[src/rtl/midi_pkg.sv]
// Shared MIDI constants for the voice allocator: status nibbles, parser states,
// controller numbers and the voice-index width helper.
package midi_pkg;

  typedef enum logic [3:0] {
    NOTE_OFF = 4'h8,
    NOTE_ON  = 4'h9,
    CC       = 4'hB,
    PRG      = 4'hC,
    BEND     = 4'hE
  } midi_status_e;

  typedef enum logic [1:0] {
    IDLE  = 2'd0,
    DATA1 = 2'd1,
    DATA2 = 2'd2,
    SYSEX = 2'd3
  } parse_state_e;

  localparam logic [7:0] CC_SUSTAIN   = 8'd64;
  localparam logic [7:0] CC_SOUND_OFF = 8'd120;
  localparam logic [7:0] CC_NOTES_OFF = 8'd123;
  localparam logic [7:0] NO_NOTE      = 8'hff;

  function automatic int clogb2(input int n);
    int r;
    for (r = 0; (32'sd1 << r) < n; r++) begin
    end
    return r;
  endfunction

endpackage

[src/rtl/midi_byte_parser.sv]
// MIDI byte-stream parser: running status, realtime filtering and sysex skipping.
// Emits a combinational msg_valid on the byte that completes a channel message.
module midi_byte_parser
  import midi_pkg::*;
(
  input  logic       CLOCK_25,
  input  logic       iRST_N,
  input  logic       byte_valid,
  input  logic [7:0] midi_byte,
  output logic       msg_valid,
  output logic [3:0] msg_type,
  output logic [3:0] ch,
  output logic [7:0] d1,
  output logic [7:0] d2
);

  parse_state_e state_r, state_s;
  logic [7:0]   status_r, status_s;
  logic [7:0]   d1_r, d1_s;
  logic         one_byte_s;

  assign one_byte_s = (status_r[7:4] == 4'hC) || (status_r[7:4] == 4'hD);

  // Parser state, running status and first data byte.
  always_ff @(posedge CLOCK_25 or negedge iRST_N) begin
    if (!iRST_N) begin
      state_r  <= IDLE;
      status_r <= 8'h00;
      d1_r     <= 8'h00;
    end else begin
      state_r  <= state_s;
      status_r <= status_s;
      d1_r     <= d1_s;
    end
  end

  // Next-state decode; realtime bytes (F8..FF) leave everything untouched.
  always_comb begin
    state_s   = state_r;
    status_s  = status_r;
    d1_s      = d1_r;
    msg_valid = 1'b0;
    msg_type  = status_r[7:4];
    ch        = status_r[3:0];
    d1        = d1_r;
    d2        = 8'h00;
    if (!byte_valid || (midi_byte >= 8'hF8)) begin
      state_s = state_r;
    end else if (midi_byte == 8'hF0) begin
      state_s = SYSEX;
    end else if (midi_byte >= 8'hF1) begin
      state_s = IDLE;
    end else if (midi_byte[7]) begin
      status_s = midi_byte;
      state_s  = DATA1;
    end else begin
      case (state_r)
        DATA1: begin
          if (one_byte_s) begin
            msg_valid = 1'b1;
            d1        = midi_byte;
          end else begin
            d1_s    = midi_byte;
            state_s = DATA2;
          end
        end
        DATA2: begin
          msg_valid = 1'b1;
          d2        = midi_byte;
          state_s   = DATA1;
        end
        default: state_s = state_r;
      endcase
    end
  end

endmodule

[src/rtl/midi_voice_alloc.sv]
// MIDI voice allocator: channel filter, note-to-voice allocation with an age
// queue for stealing, sustain pedal and controller / program / bend decoding.
module midi_voice_alloc
  import midi_pkg::*;
#(
  parameter int VOICES       = 8,
  parameter int V_WIDTH      = clogb2(VOICES),
  parameter int OMNI         = 1,
  parameter int MIDI_CH      = 0,
  parameter int STEAL_OLDEST = 1
) (
  input  logic                    CLOCK_25,
  input  logic                    iRST_N,
  input  logic                    byte_valid,
  input  logic [7:0]              midi_byte,
  input  logic [VOICES-1:0]       voice_free_,
  output logic [VOICES-1:0]       key_on,
  output logic [VOICES-1:0][7:0]  key_val,
  output logic [VOICES-1:0][7:0]  vel_on,
  output logic                    ctrl_cmd,
  output logic [7:0]              ctrl_num,
  output logic [7:0]              ctrl_data,
  output logic                    prg_cmd,
  output logic [7:0]              prg_data,
  output logic                    pitch_cmd,
  output logic [13:0]             pitch_bend,
  output logic [V_WIDTH:0]        active_keys,
  output logic                    steal_event,
  output logic                    off_note_error
);

  localparam logic [V_WIDTH:0] ONE_W = (V_WIDTH+1)'(1);

  logic                   msg_valid, accept_s;
  logic [3:0]             msg_type, msg_ch;
  logic [7:0]             msg_d1, msg_d2;

  logic [VOICES-1:0]      free_r;
  logic [VOICES-1:0]      key_on_r, key_on_s, held_r, held_s;
  logic [VOICES-1:0][7:0] key_val_r, key_val_s, vel_r, vel_s;
  logic [V_WIDTH-1:0]     q_r [VOICES];
  logic [V_WIDTH-1:0]     q_s [VOICES];
  logic [VOICES-1:0]      q_vld_r, q_vld_s;
  logic                   sustain_r, sustain_s, off_err_r, off_err_s;
  logic                   ctrl_cmd_r, ctrl_cmd_s, prg_cmd_r, prg_cmd_s;
  logic                   pitch_cmd_r, pitch_cmd_s, steal_r, steal_s;
  logic [7:0]             ctrl_num_r, ctrl_num_s, ctrl_data_r, ctrl_data_s;
  logic [7:0]             prg_data_r, prg_data_s;
  logic [13:0]            pitch_r, pitch_s;
  logic [V_WIDTH:0]       active_r, active_s, w_s;
  logic                   hit_s, idle_s, rel_s, mv_en_s, keep_s;
  logic [V_WIDTH-1:0]     hit_idx_s, idle_idx_s, rel_idx_s, mv_idx_s;

  midi_byte_parser u_parser (
    .CLOCK_25   (CLOCK_25),
    .iRST_N     (iRST_N),
    .byte_valid (byte_valid),
    .midi_byte  (midi_byte),
    .msg_valid  (msg_valid),
    .msg_type   (msg_type),
    .ch         (msg_ch),
    .d1         (msg_d1),
    .d2         (msg_d2)
  );

  assign accept_s = msg_valid && ((OMNI != 0) || (msg_ch == 4'(MIDI_CH)));

  // Message execution and age-queue rebuild.
  always_comb begin
    key_on_s    = key_on_r;
    key_val_s   = key_val_r;
    vel_s       = vel_r;
    held_s      = held_r;
    sustain_s   = sustain_r;
    off_err_s   = off_err_r;
    ctrl_cmd_s  = 1'b0;
    ctrl_num_s  = ctrl_num_r;
    ctrl_data_s = ctrl_data_r;
    prg_cmd_s   = 1'b0;
    prg_data_s  = prg_data_r;
    pitch_cmd_s = 1'b0;
    pitch_s     = pitch_r;
    steal_s     = 1'b0;
    mv_en_s     = 1'b0;
    mv_idx_s    = '0;
    hit_s       = 1'b0;
    hit_idx_s   = '0;
    idle_s      = 1'b0;
    idle_idx_s  = '0;
    rel_s       = 1'b0;
    rel_idx_s   = '0;
    // Descending scan so the lowest matching index wins.
    for (int i = VOICES - 1; i >= 0; i--) begin
      hit_idx_s  = (key_val_r[i] == msg_d1) ? V_WIDTH'(i) : hit_idx_s;
      hit_s      = hit_s | (key_val_r[i] == msg_d1);
      idle_idx_s = (!key_on_r[i] && free_r[i]) ? V_WIDTH'(i) : idle_idx_s;
      idle_s     = idle_s | (!key_on_r[i] && free_r[i]);
      rel_idx_s  = (!key_on_r[i]) ? V_WIDTH'(i) : rel_idx_s;
      rel_s      = rel_s | !key_on_r[i];
    end

    if (accept_s) begin
      case (msg_type)
        NOTE_ON, NOTE_OFF: begin
          if ((msg_type == NOTE_ON) && (msg_d2 != 8'd0)) begin
            if (hit_s) begin
              mv_en_s  = 1'b1;
              mv_idx_s = hit_idx_s;
            end else if (idle_s) begin
              mv_en_s  = 1'b1;
              mv_idx_s = idle_idx_s;
            end else if (rel_s) begin
              mv_en_s  = 1'b1;
              mv_idx_s = rel_idx_s;
            end else if (STEAL_OLDEST != 0) begin
              mv_en_s  = 1'b1;
              mv_idx_s = q_r[0];
              steal_s  = 1'b1;
            end else begin
              steal_s = 1'b1;
            end
            if (mv_en_s) begin
              key_on_s[mv_idx_s]  = 1'b1;
              key_val_s[mv_idx_s] = msg_d1;
              vel_s[mv_idx_s]     = msg_d2;
              held_s[mv_idx_s]    = 1'b0;
            end else begin
              held_s = held_r;
            end
          end else if (!hit_s) begin
            off_err_s = 1'b1;
          end else if (sustain_r) begin
            held_s[hit_idx_s] = 1'b1;
          end else begin
            key_on_s[hit_idx_s]  = 1'b0;
            key_val_s[hit_idx_s] = NO_NOTE;
            vel_s[hit_idx_s]     = msg_d2;
            held_s[hit_idx_s]    = 1'b0;
          end
        end
        CC: begin
          ctrl_cmd_s  = 1'b1;
          ctrl_num_s  = msg_d1;
          ctrl_data_s = msg_d2;
          if (msg_d1 == CC_SUSTAIN) begin
            sustain_s = (msg_d2 >= 8'd64);
            if (msg_d2 < 8'd64) begin
              for (int i = 0; i < VOICES; i++) begin
                key_on_s[i]  = key_on_r[i] & ~held_r[i];
                key_val_s[i] = held_r[i] ? NO_NOTE : key_val_r[i];
              end
              held_s = '0;
            end else begin
              held_s = held_r;
            end
          end else if ((msg_d1 == CC_SOUND_OFF) || (msg_d1 == CC_NOTES_OFF)) begin
            key_on_s  = '0;
            key_val_s = {VOICES{NO_NOTE}};
            held_s    = '0;
            off_err_s = (msg_d1 == CC_NOTES_OFF) ? 1'b0 : off_err_r;
          end else begin
            held_s = held_r;
          end
        end
        PRG: begin
          prg_cmd_s  = 1'b1;
          prg_data_s = msg_d1;
        end
        BEND: begin
          pitch_cmd_s = 1'b1;
          pitch_s     = {msg_d2[6:0], msg_d1[6:0]};
        end
        default: steal_s = 1'b0;
      endcase
    end else begin
      steal_s = 1'b0;
    end

    // Compact surviving entries (oldest first), then append the moved voice as youngest.
    q_s     = '{default: '0};
    q_vld_s = '0;
    w_s     = '0;
    keep_s  = 1'b0;
    for (int i = 0; i < VOICES; i++) begin
      keep_s = q_vld_r[i] && key_on_s[q_r[i]] && !(mv_en_s && (q_r[i] == mv_idx_s));
      if (keep_s) begin
        q_s[w_s[V_WIDTH-1:0]]     = q_r[i];
        q_vld_s[w_s[V_WIDTH-1:0]] = 1'b1;
        w_s                       = w_s + ONE_W;
      end else begin
        w_s = w_s;
      end
    end
    if (mv_en_s) begin
      q_s[w_s[V_WIDTH-1:0]]     = mv_idx_s;
      q_vld_s[w_s[V_WIDTH-1:0]] = 1'b1;
    end else begin
      q_vld_s = q_vld_s;
    end

    active_s = '0;
    for (int i = 0; i < VOICES; i++) begin
      active_s = active_s + (V_WIDTH+1)'(key_on_s[i]);
    end
  end

  // Architectural state registers.
  always_ff @(posedge CLOCK_25 or negedge iRST_N) begin
    if (!iRST_N) begin
      free_r      <= '0;
      key_on_r    <= '0;
      key_val_r   <= {VOICES{NO_NOTE}};
      vel_r       <= '0;
      held_r      <= '0;
      q_r         <= '{default: '0};
      q_vld_r     <= '0;
      sustain_r   <= 1'b0;
      off_err_r   <= 1'b0;
      ctrl_cmd_r  <= 1'b0;
      ctrl_num_r  <= 8'h00;
      ctrl_data_r <= 8'h00;
      prg_cmd_r   <= 1'b0;
      prg_data_r  <= 8'h00;
      pitch_cmd_r <= 1'b0;
      pitch_r     <= 14'h2000;
      active_r    <= '0;
      steal_r     <= 1'b0;
    end else begin
      free_r      <= voice_free_;
      key_on_r    <= key_on_s;
      key_val_r   <= key_val_s;
      vel_r       <= vel_s;
      held_r      <= held_s;
      q_r         <= q_s;
      q_vld_r     <= q_vld_s;
      sustain_r   <= sustain_s;
      off_err_r   <= off_err_s;
      ctrl_cmd_r  <= ctrl_cmd_s;
      ctrl_num_r  <= ctrl_num_s;
      ctrl_data_r <= ctrl_data_s;
      prg_cmd_r   <= prg_cmd_s;
      prg_data_r  <= prg_data_s;
      pitch_cmd_r <= pitch_cmd_s;
      pitch_r     <= pitch_s;
      active_r    <= active_s;
      steal_r     <= steal_s;
    end
  end

  assign key_on         = key_on_r;
  assign key_val        = key_val_r;
  assign vel_on         = vel_r;
  assign ctrl_cmd       = ctrl_cmd_r;
  assign ctrl_num       = ctrl_num_r;
  assign ctrl_data      = ctrl_data_r;
  assign prg_cmd        = prg_cmd_r;
  assign prg_data       = prg_data_r;
  assign pitch_cmd      = pitch_cmd_r;
  assign pitch_bend     = pitch_r;
  assign active_keys    = active_r;
  assign steal_event    = steal_r;
  assign off_note_error = off_err_r;

endmodule
[config.mk]
export PLATFORM = sky130hd
export DESIGN_NAME = midi_voice_alloc
export DESIGN_NICKNAME = d
export VERILOG_FILES = /design/src/rtl/midi_pkg.sv /design/src/rtl/midi_byte_parser.sv /design/src/rtl/midi_voice_alloc.sv
export SDC_FILE = /design/constraint.sdc
export NUM_CORES = 1
export LEC_CHECK = 0
export CORE_MARGIN = 2
export CORE_UTILIZATION = 50
export CTS_BUF_LIST = sky130_fd_sc_hd__clkbuf_8
export CTS_CLUSTER_SIZE = 8
export DETAILED_ROUTE_END_ITERATION = 10
export HOLD_SLACK_MARGIN = 0.1
export MAX_ROUTING_LAYER = met4
export PLACE_DENSITY = 0.74
export SYNTH_ARGS = -nofsm -noshare
export SYNTH_HDL_FRONTEND = slang
export SYNTH_HIERARCHICAL = 1
export SYNTH_SLANG_ARGS = --single-unit
[constraint.sdc]
create_clock -name CLOCK_25 -period 12.3 [get_ports CLOCK_25]
set_clock_uncertainty 0.05 [all_clocks]
set_input_delay 2.46 -clock CLOCK_25 [delete_from_list [all_inputs] [get_ports CLOCK_25]]
set_output_delay 2.46 -clock CLOCK_25 [all_outputs]
set_load 0.05 [all_outputs]
==> results.toml <==
[status]
status = "complete, no violations"

[drt]
wl_per_cell_um = 26.2
met1Wirelength_um = 22300
ant_nets = 0
remaining_drc_errors = 0
vias_per_cell = 6.51
drt-pass1-iter-count = 5
top_layer = "met4"
route.met2.wl_um = 27300
drt_iter0_markers = 1294
wl_um = 57400
vias = 14282
wl_met3_um = 4640

[clocking]
clkSinkCount = 245
clkLatencyLatePin_ns = 0.57
tritoncts = "done"
htreeDepth = 2
clk_pin_slew_ns = 0.06
clockBufferDepth = 3
numCtsBuffers = 42
root_buffer = "clkbuf_8"

[sta]
post-route-min-period_ns = 11.73
fmax_mhz = 85.3
whs_ns = 0.454
max_slew_margin = 0.103
final.period_utilization = 0.953
setup_tns_ns = 0
rsz0062_at_grt = "no"
finalHoldViolCount = 0
tightestPinTransition_ns = 1.34
fin_ws_ns = 0.573
setup_violations = 0
slew_viol_final = 0

[floorplanning]
die_x_um = 181
dieArea_mm2 = 0.0327
fp.dieH_um = 181
ios = 202
initial_core_util = 0.509
core_region_area_mm2 = 0.0307
rows = 64

[global_route]
grt_pass1_vias = 14564
antenna_found_initial = 1
grt_use_total = 0.357
overflow = 0
grt_max_degree = 150
grt_pass1_wl_um = 88300

[critical_path]
arrival_ns = 12.12
cp.required_ns = 12.69
cp_max_fo = 10
r2r-start = "u_parser/status_r[5]"
cpMostUsedCell = "ha_1"
slowest_stage = "clkdlybuf4s50_1"
rrSetupSlack_ns = 2.35
worstSetupEndpointType = "register"
worstSetupStartpointType = "input port"
slowest_delay_ns = 0.60
r2r-end = "q_vld_r[5]"
critical_path_class = "input port to register"
reg2reg_depth = 38

[placed_design]
dp_slack_ns = -0.00967
dpl.cell_count = 2119
io_buffers = 201
gp_congestion = 1.01
place_hpwl_um = 42700
placed_area_mm2 = 0.0184

[worst_hold_path]
min_from = "vel_on[44]"
whs_path_depth = 1
whs_endpoint = "vel_on[44]"
hold_path.class = "register to register"

[yosys]
syn_area_mm2 = 0.0157
synth_cells = 1535
yosys_warnings = 6
syn_avg_cell_area_um2 = 10.2

[layout]
final_cells = 2193
post-route-cell-area_mm2 = 0.0192
fillCellCount = 2560
drive_gt1_frac = 0.227
syn2layout_area_growth_pct = 22.7
final_nets = 1805

[power_and_ir_drop]
leakage_nw = 8.11
power_density_mw_per_mm2 = 161
ir_drop_mv = 0.167

[job]
drv_cap = 0
## metrics by stage
step           total power [mW]   util
3_3_place_gp               2.35  0.598
2_1_floorplan              1.92      -
5_1_grt                    3.20  0.625
6_report                   3.09  0.625
3_5_place_dp               2.36  0.598
4_1_cts                    3.08  0.624
## cells in the final DEF, fill, tap and decap left out, types with 17 or more instances in the layout
cell type and n:
xnor2_1 50, clkbuf_8 51, clkdlybuf4s50_1 200, nor2_1 89, inv_1 73, a21oi_1 61, mux2i_1 32, dfstp_2 65
o32a_1 51, nand3_1 50, xor2_1 48, and3_1 23, buf_4 83, nand4_1 27, nor3_1 33, mux2_2 125
and2_1 30, nand2_1 82, o31ai_1 17, dfrtp_1 180, nor4_1 26, o21ai_0 61
## report_power, final
part | internal [mW] | leakage [nW] | switching [mW] | total, mW
logic | 0.459 | 4.53 | 0.833 | 1.29
registers | 0.966 | 3.11 | 0.115 | 1.08
clock network | 0.374 | 0.479 | 0.342 | 0.716
total | 1.80 | 8.11 | 1.29 | 3.09
## registers in the layout, indices dropped and copies added (netlist names), 2 cells and up
name	flops
pitch_bend	14
q_r	24
u_parser/state_r	2
key_on	8
vel_on	64
ctrl_num	8
u_parser/d1_r	7
q_vld_r	8
prg_data	8
held_r	8
free_r	8
u_parser/status_r	4
active_keys	4
ctrl_data	8
key_val	64
## critical path: cells and delay by family
family	cells	cell delay [ns]
and+or+nand+nor	11	2.57
AOI/OAI and AO/OA	12	3.04
buffers and inverters	5	1.23
muxes	2	0.59
xor gates and xnor gates	4	1.06
adders and majority gates	5	1.20
## how the worst max path moves through the flow
stage,from,slack (ns),depth (start not counted),to
floorplan,midi_byte[7],0.46,43,q_vld_r[0]
global placement,midi_byte[6],0.16,41,q_r[17]
detailed placement,midi_byte[6],-0.01,42,q_r[17]
CTS,midi_byte[6],0.52,42,q_r[17]
global route,midi_byte[6],0.02,44,q_vld_r[0]
finish,midi_byte[6],0.57,39,q_vld_r[5]
## cell type report
class / instances / area, µm² / area share
antenna: 1 / 2.50 / 0.000130
sequential: 245 / 6210 / 0.323
clock buffer: 51 / 702 / 0.0365
tap: 396 / 495 / 0.0258
clock inverter: 22 / 100 / 0.00521
timing repair buffer: 286 / 2680 / 0.139
multi-input combinational: 1135 / 8810 / 0.458
inverter: 57 / 216 / 0.0113
## routing by layer
metal / up-vias / track usage
met5: - / -
met4: 0 / 0.173
met3: 229 / 0.0772
met2: 737 / 0.578
met1: 7081 / 0.426
li1: 6235 / -
## what timing repair did
item	4_1_cts	5_1_grt
hold buffers	0	0
hold endpoints to repair	0	0
gates resized for setup	0	2
buffers inserted	0	0
endpoints found under the setup margin	0	27
Power figures use the tool's default switching activity.
